<file path="src/rtl/cute_key_sequencer_pkg.sv">
// cute_lock_pkg: shared types and helpers for the Cute-Lock key sequencer
package cute_lock_pkg;
  localparam int MAX_STATES = 16;
  typedef enum logic [1:0] {EMPTY, LOADING, ARMED, RUN} seq_state_t;
  function automatic logic [$clog2(MAX_STATES)-1:0] next_phase(input logic [$clog2(MAX_STATES)-1:0] ph, input logic [$clog2(MAX_STATES):0] n);
    return ({1'b0, ph} == n - 5'd1) ? 4'd0 : ph + 4'd1;
  endfunction
endpackage

</file>
<file path="src/rtl/cute_key_sequencer_if.sv">
// cute_key_sequencer_if: key-word load handshake between loader and sequencer
interface cute_key_sequencer_if #(parameter int KEY_W = 1);
  logic load_valid;
  logic load_ready;
  logic [KEY_W-1:0] load_data;
  modport master (output load_valid, output load_data, input load_ready);
  modport slave (input load_valid, input load_data, output load_ready);
endinterface

</file>
<file path="src/rtl/cute_key_store.sv">
// cute_key_store: N_STATES x KEY_W key register file, one write port, combinational read
module cute_key_store #(
  parameter int KEY_W = 1,
  parameter int N_STATES = 2,
  parameter int PH_W = 1
) (
  input  logic clock,
  input  logic reset,
  input  logic clear,
  input  logic we,
  input  logic [PH_W-1:0] widx,
  input  logic [KEY_W-1:0] wdata,
  input  logic [PH_W-1:0] ridx,
  output logic [KEY_W-1:0] rdata
);
  logic [KEY_W-1:0] mem [N_STATES];
  always_ff @(posedge clock) begin
    if (reset || clear) begin
      for (int i = 0; i < N_STATES; i++) mem[i] <= '0;
    end else if (we) begin
      mem[widx] <= wdata;
    end
  end
  assign rdata = mem[ridx];
endmodule

</file>
<file path="src/rtl/cute_key_sequencer.sv">
// cute_key_sequencer: loads one key word per lock-counter phase, then replays them in lockstep with the locked core
module cute_key_sequencer
  import cute_lock_pkg::*;
#(
  parameter int KEY_W = 1,
  parameter int N_STATES = 2,
  localparam int PH_W = N_STATES > 1 ? $clog2(N_STATES) : 1
) (
  input  logic clock,
  input  logic reset,
  input  logic clear,
  input  logic start,
  input  logic stop,
  cute_key_sequencer_if.slave ld,
  output logic [KEY_W-1:0] keyinput,
  output logic key_valid,
  output logic [PH_W-1:0] phase,
  output logic armed
);
  seq_state_t state_q, state_d;
  logic [PH_W-1:0] idx_q, idx_d, phase_q, phase_d;
  logic [KEY_W-1:0] rdata;
  logic accept, last;
  assign ld.load_ready = (state_q == EMPTY) || (state_q == LOADING);
  assign accept = ld.load_valid && ld.load_ready;
  assign last = idx_q == PH_W'(N_STATES - 1);
  always_comb begin
    state_d = state_q;
    case (state_q)
      EMPTY, LOADING: state_d = accept ? (last ? ARMED : LOADING) : state_q;
      ARMED: state_d = (start && !stop) ? RUN : ARMED;
      RUN: state_d = stop ? ARMED : RUN;
      default: state_d = EMPTY;
    endcase
    if (clear) state_d = EMPTY;
    idx_d = clear ? '0 : accept ? idx_q + 1'b1 : idx_q;
    // phase only advances while staying in RUN; entering RUN or any other state forces 0
    phase_d = (state_q == RUN && state_d == RUN) ? PH_W'(next_phase(4'(phase_q), 5'(N_STATES))) : '0;
  end
  always_ff @(posedge clock) begin
    if (reset) begin
      state_q <= EMPTY;
      idx_q <= '0;
      phase_q <= '0;
    end else begin
      state_q <= state_d;
      idx_q <= idx_d;
      phase_q <= phase_d;
    end
  end
  cute_key_store #(.KEY_W(KEY_W), .N_STATES(N_STATES), .PH_W(PH_W)) u_store (
    .clock(clock),
    .reset(reset),
    .clear(clear),
    .we(accept && !clear),
    .widx(idx_q),
    .wdata(ld.load_data),
    .ridx(phase_q),
    .rdata(rdata)
  );
  assign key_valid = state_q == RUN;
  assign armed = (state_q == ARMED) || (state_q == RUN);
  assign phase = phase_q;
  assign keyinput = key_valid ? rdata : '0;
endmodule
</file>
<file path="src/flat_wrapper.sv">
// flat-port wrapper written by rule: the top's interface ports become plain ports
module cute_key_sequencer_flat import cute_lock_pkg::*;
#(
  parameter int KEY_W = 1,
  parameter int N_STATES = 2,
  localparam int PH_W = N_STATES > 1 ? $clog2(N_STATES) : 1
)
  (clock, reset, clear, start, stop, keyinput, key_valid, phase, armed, ld_load_valid, ld_load_data, ld_load_ready);
  cute_key_sequencer_if #(.KEY_W(KEY_W)) ld_i ();
  input  logic clock;
  input  logic reset;
  input  logic clear;
  input  logic start;
  input  logic stop;
  output logic [KEY_W-1:0] keyinput;
  output logic key_valid;
  output logic [PH_W-1:0] phase;
  output logic armed;
  input wire logic [$bits(ld_i.load_valid)-1:0] ld_load_valid;
  input wire logic [$bits(ld_i.load_data)-1:0] ld_load_data;
  output wire logic [$bits(ld_i.load_ready)-1:0] ld_load_ready;
  assign ld_i.load_valid = ld_load_valid;
  assign ld_i.load_data = ld_load_data;
  assign ld_load_ready = ld_i.load_ready;
  cute_key_sequencer #(.KEY_W(KEY_W), .N_STATES(N_STATES)) u_core (.clock(clock), .reset(reset), .clear(clear), .start(start), .stop(stop), .ld(ld_i), .keyinput(keyinput), .key_valid(key_valid), .phase(phase), .armed(armed));
endmodule
</file>
<file path="config.mk">
export PLATFORM = sky130hd
export DESIGN_NAME = cute_key_sequencer_flat
export DESIGN_NICKNAME = d
export VERILOG_FILES = /design/src/rtl/cute_key_sequencer_pkg.sv /design/src/rtl/cute_key_sequencer_if.sv /design/src/rtl/cute_key_store.sv /design/src/rtl/cute_key_sequencer.sv /design/src/flat_wrapper.sv
export SDC_FILE = /design/constraint.sdc
export NUM_CORES = 1
export LEC_CHECK = 0
export CAP_MARGIN = 20
export CORE_AREA = 4 4 41 43
export CTS_CLUSTER_DIAMETER = 80
export DETAILED_ROUTE_END_ITERATION = 6
export DIE_AREA = 0 0 45 47
export GPL_ROUTABILITY_DRIVEN = 0
export PLACE_DENSITY = 0.53
export SYNTH_ARGS = -nofsm -noshare
export SYNTH_HDL_FRONTEND = slang
export SYNTH_SLANG_ARGS = --single-unit
</file>
<file path="constraint.sdc">
create_clock -name clock -period 1.2 [get_ports clock]
set_input_delay 0.24 -clock clock [delete_from_list [all_inputs] [get_ports clock]]
set_output_delay 0.24 -clock clock [all_outputs]
set_load 0.01 [all_outputs]
</file>
==> summary.md <==
| Metric | Value |
|---|---|
| Status | `finished, final reports clean` |
| Number of antenna violations at the first check in global routing | `0` |
| HPWL after DPL | `569 µm` |
| Routed WL per cell | `10.3 µm` |
| Synth Register Bits | `6` |
| CTS H-tree lvls | `1` |
| Yosys top cell area share | `25.5%` |
| Ys Warns | `0` |
| Achievable Freq | `0.853 GHz` |
| Longest Clk Path Bufs | `2` |
| Final slew viol count | `0` |
| CP Launch Type | `flop` |
| Initial DRC count | `1` |
| Worst-path maximum fanout | `2` |
| Post-synthesis average cell area | `10.5 µm²` |
| Compound-cell area share of the yosys netlist | `6.37%` |
| Root buf cell | `clkbuf_4` |
| Clock sink count | `6` |
| First-pass GRT wire length | `1260 µm` |
| CTS Buf Count | `3` |
| Core ar. | `1300 µm²` |
| Main combinational cell family by area after synthesis | `simple AND/OR/NAND/NOR gates` |
| Drt first pass iters | `6` |
| Fin Clk Skew | `0.00817 ns` |
| CTS tree | `done` |
| Area of the multi-input gates | `154 µm²` |
| Cell Area, Synth | `314 µm²` |
| Area Overhead vs Synth | `65.3%` |
| Antenna cells | `0` |
| Max incr delay on CP | `0.33 ns` |
| Synth area leaders | `dfxtp_1 25%, edfxtp_1 19%, nand3_2 6.4%, a21oi_1 4.8%, nand2b_4 4.4%` |
| Static Leak | `0.209 nW` |
| Vias | `301` |
| Post-synthesis sequential area ratio | `44.6%` |
| Worst Tran Pin Value | `0.201 ns` |
| RSZ-0062 raised after global routing | `true` |
| Die H | `47 µm` |
| Min Tclk post-route | `1.17 ns` |
| Critical path capture point type | `output pin` |
| Hold Fails Final Rpt | `0` |
| Number of distinct library cells after synthesis | `19` |
| Clk slew on worst S/H paths | `0.05 ns` |
| Vias in the first global route | `299` |
| Cell Chain, Critical Path | `mux2i_1 -> nor2_1 -> buf_2` |
| Largest net degree at the start of global routing | `7` |
| Post-layout util | `39.9%` |
| Row count | `13` |
| Synth Area in XOR/XNOR | `2.79%` |
| WL final | `692 µm` |
| Top cell family by delay on the critical path | `flip-flops` |
| Power per cell area | `959 nW/µm²` |
| Initial Util | `24.1%` |
| Worst vdd ir | `0.402 mV` |
| Register area | `143 µm²` |
| Mapped Nets | `37` |
| Post-DRT Antenna Nets | `0` |
| Fill count | `140` |
| Placed cell areas | `488 µm²` |
| Syn Inst Count | `30` |
| Adder-Cell Fraction of Synth Area | `0%` |
| Worst EP arrival | `0.93 ns` |
| Hold WC Path Type | `reg -> reg` |
| Die W | `45 µm` |
| Boundary pin count | `12` |
| Worst setup path class | `reg -> out` |
| WP buf/inv | `1` |
| Worst slew margin | `86.6%` |
| Mux contribution to synthesized area | `3.19%` |
| Final period util | `97.8%` |
| Worst path slowest cell | `dfxtp_2` |
| Crit path required time | `0.96 ns` |
| Gr usage total | `8.87%` |
| DRC | `0` |
| Simple-gate share of the synthesized area | `35.9%` |
| Layout cells sized above 1 | `48.1%` |
| Setup TNS | `0 ns` |
| Worst skew pair latency | `0.25 ns` |
| Count of input and output buffers | `11` |
| Die Area | `2120 µm²` |
| Area leader, netlist | `dfxtp_1` |
| Design area | `519 µm²` |
| Via/cell ratio | `4.49` |
| GRT overflow | `0` |
| Nets | `60` |
| Max Cap Viol | `0` |
| Setup violators final | `0` |
==> timing repair <==
action,4_1_cts,5_1_grt
setup endpoints to repair,6,3
hold buffers,0,0
buffers inserted,2,0
resized for setup,18,2
cloned,0,0
pin swaps,1,0
==> layout by cell type, fill, tap and decap left out, types with 3 or more instances in the layout <==
master / n
a21oi_1: 3
clkdlybuf4s50_1: 6
clkbuf_4: 3
buf_4: 7
==> flip-flops by register name, summed over array words and instances, names as in the netlist <==
register,count
u_core.phase,1
u_core.idx_q,1
u_core.u_store.mem,2
u_core.state_q,2
==> per-stage QoR <==
stage | hold slack [ns] | worst slack, ns | instances | power (mW)
after global routing | 0.531 | -0.0702 | 67 | 0.526
after detailed placement | 0.511 | -0.137 | 62 | 0.296
after floorplan | 0.309 | 0.197 | 30 | 0.251
final | 0.506 | 0.0270 | 67 | 0.498
after global placement | 0.510 | -0.114 | 62 | 0.294
after CTS | 0.512 | 0.00701 | 67 | 0.508
==> synthesized netlist by cell type <==
cell type and n:
nor2_1 1, buf_6 1, nand3_2 2, clkbuf_1 1, a21oi_1 3, nor3b_2 1, edfxtp_1 2, nor2_4 1
nand2_1 3, inv_1 2, nand3b_1 1, nor3_2 1, o21ai_0 1, nor3_1 2, nor4_2 1, dfxtp_1 4
mux2i_1 1, nand2b_4 1, xor2_1 1
==> cells by family (layout without fill, tap and decap cells) <==
group / after synthesis / in the layout
compound gates: 4 / 4
mux: 1 / 1
flops: 6 / 6
xor+xnor: 1 / 1
simple gates: 14 / 14
buf+inv: 4 / 26
==> power by group <==
group	internal (mW)	total [mW]	switching [mW]
logic	0.0398	0.0677	0.0279
clock network	0.126	0.206	0.0799
registers	0.218	0.224	0.00529
==> metal layers <==
| metal | global-route usage, % | up-vias | share of wire (%) |
|---|---|---|---|
| met4 | 8.77 | 0 | 1.9 |
| met1 | 8.92 | 134 | 41 |
| met5 | 0 | - | 0 |
| met3 | 3.83 | 2 | 11 |
| li1 | - | 149 | - |
| met2 | 13.6 | 16 | 46 |
==> layout make-up <==
type	instances	share of cell area (%)
repair buffers	20	32.8
multi-input cells	20	29.6
flip-flops and latches	6	27.5
clock buffers	4	5.06
well taps	15	3.61
inverters	2	1.45
==> tightest hold or removal path, stage by stage (launching register included) <==
cell and delay, ns:
dfxtp_2 0.33, buf_4 0.11, nor4_2 0.03
==> final timing paths <==
kind / startpoint / endpoint / slack (ns) / cells past startpoint
setup / recovery: u_core.phase / keyinput / 0.03 / 3
hold / removal: u_core.phase / u_core.phase / 0.51 / 2
setup reg to reg: u_core.state_q[1] / u_core.u_store.mem[0] / 0.05 / 4
hold reg to reg: u_core.phase / u_core.phase / 0.51 / 2
Power figures use the tool's default switching activity.
